[config.mk]
export PLATFORM = sky130hd
export DESIGN_NAME = param_register_file_flat
export DESIGN_NICKNAME = d
export VERILOG_FILES = /design/src/rtl/param_register_file_if.sv /design/src/rtl/param_register_file.sv /design/src/flat_wrapper.sv
export SDC_FILE = /design/constraint.sdc
export NUM_CORES = 2
export LEC_CHECK = 0
export CORE_ASPECT_RATIO = 0.9
export CORE_MARGIN = 3
export CORE_UTILIZATION = 40
export DETAILED_ROUTE_END_ITERATION = 8
export HOLD_SLACK_MARGIN = 0.06
export PLACE_DENSITY = 0.56
export SETUP_SLACK_MARGIN = 0.4
export SLEW_MARGIN = 25
export SYNTH_ARGS = -nofsm -noshare
export SYNTH_HDL_FRONTEND = slang
export SYNTH_SLANG_ARGS = --single-unit
[constraint.sdc]
create_clock -name Clk -period 10.63 [get_ports Clk]
set_clock_uncertainty 0.15 [all_clocks]
set_input_delay 3.189 -clock Clk [delete_from_list [all_inputs] [get_ports Clk]]
set_output_delay 3.189 -clock Clk [all_outputs]
set_load 0.01 [all_outputs]
[src/rtl/param_register_file_if.sv]
// Register-file bus: three combinational read ports, two write ports and PC control.
// The datapath side uses the master modport; the register file uses the slave modport.
interface param_register_file_if #(
    parameter int DATA_W = 32,
    parameter int ADDR_W = 4
);
    logic [ADDR_W-1:0] ra;
    logic [ADDR_W-1:0] rb;
    logic [ADDR_W-1:0] rc;
    logic [DATA_W-1:0] puerto_a;
    logic [DATA_W-1:0] puerto_b;
    logic [DATA_W-1:0] puerto_c;
    logic [ADDR_W-1:0] rw0;
    logic [DATA_W-1:0] pw0;
    logic              le0;
    logic [ADDR_W-1:0] rw1;
    logic [DATA_W-1:0] pw1;
    logic              le1;
    logic [DATA_W-1:0] pc_in;
    logic              pc_ld;
    logic              pc_inc;
    logic [DATA_W-1:0] pc_out;

    modport master (
        output ra, rb, rc, rw0, pw0, le0, rw1, pw1, le1, pc_in, pc_ld, pc_inc,
        input  puerto_a, puerto_b, puerto_c, pc_out
    );

    modport slave (
        input  ra, rb, rc, rw0, pw0, le0, rw1, pw1, le1, pc_in, pc_ld, pc_inc,
        output puerto_a, puerto_b, puerto_c, pc_out
    );
endinterface

[src/rtl/param_register_file.sv]
// Parametrised register file, 3 read / 2 write ports, top register is the PC.
// Optional macro PARAM_RF_WRITE_BYPASS_EN forwards same-cycle write results to the read ports.

// Next-state for one general-purpose register: W0 beats W1 on a shared index.
module param_rf_cell #(
    parameter int DATA_W = 32,
    parameter int ADDR_W = 4,
    parameter int IDX    = 0
) (
    input  logic [DATA_W-1:0] q_i,
    input  logic              le0_i,
    input  logic [ADDR_W-1:0] rw0_i,
    input  logic [DATA_W-1:0] pw0_i,
    input  logic              le1_i,
    input  logic [ADDR_W-1:0] rw1_i,
    input  logic [DATA_W-1:0] pw1_i,
    output logic [DATA_W-1:0] d_o
);
    localparam logic [ADDR_W-1:0] MY_IDX = ADDR_W'(IDX);

    always_comb begin
        d_o = q_i;
        if (le0_i && rw0_i == MY_IDX)      d_o = pw0_i;
        else if (le1_i && rw1_i == MY_IDX) d_o = pw1_i;
    end
endmodule

module param_register_file #(
    parameter int DATA_W   = 32,
    parameter int ADDR_W   = 4,
    parameter int PC_INC   = 4,
    parameter int RESET_PC = 0
) (
    input  logic                   Clk,
    input  logic                   Reset,
    param_register_file_if.slave   bus
);
    localparam int                NREGS  = 2 ** ADDR_W;
    localparam logic [ADDR_W-1:0] PC_IDX = ADDR_W'(NREGS - 1);

    logic [NREGS-1:0][DATA_W-1:0] rf_q, rf_d, rd_src;
    logic [NREGS-2:0][DATA_W-1:0] cell_d;
    logic [DATA_W-1:0]            pc_q, pc_d;

    assign pc_q = rf_q[NREGS-1];

    for (genvar i = 0; i < NREGS - 1; i++) begin : g_cell
        param_rf_cell #(
            .DATA_W (DATA_W),
            .ADDR_W (ADDR_W),
            .IDX    (i)
        ) u_cell (
            .q_i   (rf_q[i]),
            .le0_i (bus.le0),
            .rw0_i (bus.rw0),
            .pw0_i (bus.pw0),
            .le1_i (bus.le1),
            .rw1_i (bus.rw1),
            .pw1_i (bus.pw1),
            .d_o   (cell_d[i])
        );
    end

    // PC priority: W0, W1, external load, increment, hold. Increment wraps modulo 2**DATA_W.
    always_comb begin
        pc_d = pc_q;
        if (bus.le0 && bus.rw0 == PC_IDX)      pc_d = bus.pw0;
        else if (bus.le1 && bus.rw1 == PC_IDX) pc_d = bus.pw1;
        else if (bus.pc_ld)                    pc_d = bus.pc_in;
        else if (bus.pc_inc)                   pc_d = pc_q + DATA_W'(PC_INC);
    end

    always_comb begin
        rf_d = {pc_d, cell_d};
    end

    always_ff @(posedge Clk) begin
        if (Reset) begin
            rf_q            <= '0;
            rf_q[NREGS-1]   <= DATA_W'(RESET_PC);
        end else begin
            rf_q <= rf_d;
        end
    end

`ifdef PARAM_RF_WRITE_BYPASS_EN
    // Next-state already encodes W0-over-W1 and the full PC priority, so it is the forwarded value.
    assign rd_src = rf_d;
`else
    assign rd_src = rf_q;
`endif

    assign bus.puerto_a = rd_src[bus.ra];
    assign bus.puerto_b = rd_src[bus.rb];
    assign bus.puerto_c = rd_src[bus.rc];
    assign bus.pc_out   = pc_q;
endmodule

[src/flat_wrapper.sv]
// flat-port wrapper written by rule: the top's interface ports become plain ports
module param_register_file_flat 
#(
    parameter int DATA_W   = 32,
    parameter int ADDR_W   = 4,
    parameter int PC_INC   = 4,
    parameter int RESET_PC = 0
)
  (Clk, Reset, bus_ra, bus_rb, bus_rc, bus_rw0, bus_pw0, bus_le0, bus_rw1, bus_pw1, bus_le1, bus_pc_in, bus_pc_ld, bus_pc_inc, bus_puerto_a, bus_puerto_b, bus_puerto_c, bus_pc_out);
  param_register_file_if #(.DATA_W(DATA_W), .ADDR_W(ADDR_W)) bus_i ();
  input  logic Clk;
  input  logic Reset;
  input wire logic [$bits(bus_i.ra)-1:0] bus_ra;
  input wire logic [$bits(bus_i.rb)-1:0] bus_rb;
  input wire logic [$bits(bus_i.rc)-1:0] bus_rc;
  input wire logic [$bits(bus_i.rw0)-1:0] bus_rw0;
  input wire logic [$bits(bus_i.pw0)-1:0] bus_pw0;
  input wire logic [$bits(bus_i.le0)-1:0] bus_le0;
  input wire logic [$bits(bus_i.rw1)-1:0] bus_rw1;
  input wire logic [$bits(bus_i.pw1)-1:0] bus_pw1;
  input wire logic [$bits(bus_i.le1)-1:0] bus_le1;
  input wire logic [$bits(bus_i.pc_in)-1:0] bus_pc_in;
  input wire logic [$bits(bus_i.pc_ld)-1:0] bus_pc_ld;
  input wire logic [$bits(bus_i.pc_inc)-1:0] bus_pc_inc;
  output wire logic [$bits(bus_i.puerto_a)-1:0] bus_puerto_a;
  output wire logic [$bits(bus_i.puerto_b)-1:0] bus_puerto_b;
  output wire logic [$bits(bus_i.puerto_c)-1:0] bus_puerto_c;
  output wire logic [$bits(bus_i.pc_out)-1:0] bus_pc_out;
  assign bus_i.ra = bus_ra;
  assign bus_i.rb = bus_rb;
  assign bus_i.rc = bus_rc;
  assign bus_i.rw0 = bus_rw0;
  assign bus_i.pw0 = bus_pw0;
  assign bus_i.le0 = bus_le0;
  assign bus_i.rw1 = bus_rw1;
  assign bus_i.pw1 = bus_pw1;
  assign bus_i.le1 = bus_le1;
  assign bus_i.pc_in = bus_pc_in;
  assign bus_i.pc_ld = bus_pc_ld;
  assign bus_i.pc_inc = bus_pc_inc;
  assign bus_puerto_a = bus_i.puerto_a;
  assign bus_puerto_b = bus_i.puerto_b;
  assign bus_puerto_c = bus_i.puerto_c;
  assign bus_pc_out = bus_i.pc_out;
  param_register_file #(.DATA_W(DATA_W), .ADDR_W(ADDR_W), .PC_INC(PC_INC), .RESET_PC(RESET_PC)) u_core (.Clk(Clk), .Reset(Reset), .bus(bus_i));
endmodule
==> impl_metrics.toml <==
[status]
status = "complete, no violations"

[final_layout]
utilization_pct = 46.4
layout.cells.non_filler = 4463
drive_gt1_share_pct = 21.5
finalNetCount = 3387
area_growth_pct = 14.0

[global_route]
antenna_found_initial = 6
grtUsageTotal_pct = 30.7
grt_pass1_wl_mm = 211
grt_max_degree = 113
met1_usage_pct = 41.3
grt_busiest_layer = "met2"
globalRouteMet2Util_pct = 46.7
grt_pass1_vias = 30500
gr-total-overflow = 0
use_met3_pct = 8.37

[worst_setup_path]
crit_family = "buffers and inverters"
crit_type = "in -> out"
cp_num_buf_inv = 3
cp_slowest_cell = "buf_6"
cpMostUsedCell = "mux4_2"
critPathMaxStageDelay_ps = 540
end_kind = "output pin"
cp_cell_sequence = "buf_6 -> buf_4 -> mux4_2 -> mux4_2 -> clkdlybuf4s50_1"
crit_fanout = 54
cp_data_arrival_time_ps = 5800
startpoint_type = "input pin"
required_ps = 7290

[sta]
tightest_slew_ps = 1130
setup_viol = 0
relSlewSlack_pct = 24.5
slew_viol_final = 0
rsz0062_at_grt = "false"
hold_viol = 0
period_share_pct = 86.0
tns_ps = 0
fmax_mhz = 109
fin_crit_ps = 9140

[synth]
ys_types = 75
synth_compound_area_share_pct = 13.2
ys_warn_count = 0
syn_nets = 3458
synth_ff_type = "dfxtp_1"
postSynthAreaPerCell_um2 = 10.6
ys_ff_latch = 512
synth_simple_gate_area_share_pct = 10.3
synthAdderAreaFrac_pct = 0.0354
synth-edff-count = 0
synth_mux_area_share_pct = 41.7
synth-seq-area-share_pct = 29.0
synthXorXnorAreaFrac_pct = 0.298
synthCells = 3335
syn-cell-area_mm2 = 0.0353
async_reset_ff_share_pct = 0
synth_top_family_by_area = "multiplexers"

[clocking]
cts_max_path_buffers = 3
cts_hold_buffers = 0
postCtsSetupRepairBufs = 0
cts_resized = 0
clock-sinks = 512
cts-root-buf = "clkbuf_16"
cts_tree = "done"
insertion_delay_ps = 650
htreeDepth = 2
cts_buffers = 61
clk_pin_slew_ps = 60

[die]
die_area_mm2 = 0.0919
initial_utilization_pct = 40.7
ios = 250
die_h_um = 288
die_x_um = 319
rows = 102
core_area_mm2 = 0.0868

[detailed_routing]
first_pass_iters = 9
drt_iter0_markers = 4290
drc = 0
drt_wl_total_mm = 145
drtAntennaViolNets = 0
avgViaCountPerCell = 7.01
num_vias = 31300
wl_per_cell_um = 32.5

[power]
ir_worst_vdd_v = 0.000151
leakage_nw = 13.5
p_per_area_mw_per_mm2 = 128

[placement]
gp_congestion = 0.851
dp.cells = 4345
hpwlAfterDp_mm = 87.8
io_buffers = 249

[job]
drv_cap = 0

[worst_hold_path]
hold_class = "reg -> reg"
-- cells by family after synthesis --
family	Yosys count
compound gates	609
xor+xnor	12
fa+ha+maj	1
buf+inv	465
flops	512
mux	870
simple gates	866
-- Yosys cell counts, drive strengths merged, types with 8 or more instances --
| cell | count | area (µm²) |
|---|---|---|
| a311oi | 101 | 885 |
| o221ai | 10 | 87.6 |
| nand4 | 9 | 62.6 |
| o21ai | 21 | 105 |
| a31oi | 9 | 56.3 |
| nor2 | 513 | 1930 |
| o211ai | 12 | 90.1 |
| a21oi | 15 | 75.1 |
| dfxtp | 512 | 10200 |
| buf | 109 | 492 |
| nor4 | 15 | 93.8 |
| mux4 | 480 | 10800 |
| clkbuf | 347 | 1390 |
| mux2i | 389 | 3890 |
| a211oi | 390 | 2930 |
| o22ai | 8 | 50.1 |
| nand3 | 118 | 596 |
| nand2 | 154 | 581 |
| nor3 | 15 | 75.1 |
-- tightest hold or removal path, cell delays in order, from the launching register on --
cell	delay, ps
dfxtp_1	330
nand2_1	60
a311oi_1	80
-- sequential cells by signal (all words and copies together), names as in the netlist --
signal and count:
u_core.rd_src 480, u_core.bus.pc_out 32
-- metal layers --
| metal | vias up | routed length, µm |
|---|---|---|
| li1 | 13000 | - |
| met1 | 15700 | 57200 |
| met2 | 2187 | 64700 |
| met3 | 389 | 17000 |
| met4 | 6 | 6300 |
| met5 | - | 35 |
-- per-stage QoR --
| step | hold WS [ps] | worst slack (ps) | area, µm² | total power, W |
|---|---|---|---|---|
| after floorplan | 319 | 2170 | 35300 | 0.00261 |
| after global placement | 343 | 1460 | 38200 | 0.00292 |
| after detailed placement | 348 | 1450 | 38200 | 0.00294 |
| after CTS | 363 | 1460 | 40300 | 0.00515 |
| after global routing | 384 | 1360 | 40300 | 0.00527 |
| final | 366 | 1490 | 40300 | 0.00514 |
-- layout make-up --
class / count / area, µm²
repair buffers: 323 / 3180
flip-flops and latches: 512 / 10200
diodes: 4 / 10.0
inverters: 8 / 30.0
well taps: 1144 / 1430
clock inverters: 27 / 304
fillers: 7836 / 46500
clock buffers: 87 / 1780
multi-input cells: 2358 / 23300
-- final timing paths --
| kind | startpoint | to | slack, ps | depth (start not counted) |
|---|---|---|---|---|
| worst min-delay path | u_core.rd_src[393]$_SDFFE_PP0P_ | u_core.rd_src[393]$_SDFFE_PP0P_ | 370 | 2 |
| worst min register to register | u_core.rd_src[393]$_SDFFE_PP0P_ | u_core.rd_src[393]$_SDFFE_PP0P_ | 370 | 2 |
| worst max register to register | u_core.bus.pc_out[6]$_SDFFE_PP0P_ | u_core.bus.pc_out[29]$_SDFFE_PP0P_ | 7390 | 5 |
| worst max-delay path | bus_rb[1] | bus_puerto_b[5] | 1490 | 5 |
-- where the power goes --
| part | internal, W | switching [W] |
|---|---|---|
| clock network | 0.00131 | 0.000918 |
| registers | 0.00199 | 0.0000960 |
| logic | 0.000370 | 0.000463 |
| total | 0.00367 | 0.00148 |
-- layout by cell type, fill, tap and decap left out, types with 11 or more instances in the layout --
| cell type | instances |
|---|---|
| a211oi_1 | 390 |
| a21oi_1 | 15 |
| a311oi_1 | 101 |
| buf_12 | 11 |
| buf_4 | 65 |
| clkbuf_16 | 61 |
| clkbuf_8 | 19 |
| clkdlybuf4s50_1 | 235 |
| clkinv_2 | 15 |
| dfxtp_1 | 512 |
| mux2i_1 | 389 |
| mux4_2 | 475 |
| nand2_1 | 135 |
| nand2_2 | 19 |
| nand3_1 | 117 |
| nor2_1 | 502 |
| nor3_1 | 15 |
| nor4_1 | 15 |
| o211ai_1 | 12 |
| o21ai_0 | 21 |
No activity file was read; power rests on OpenSTA's default activity.
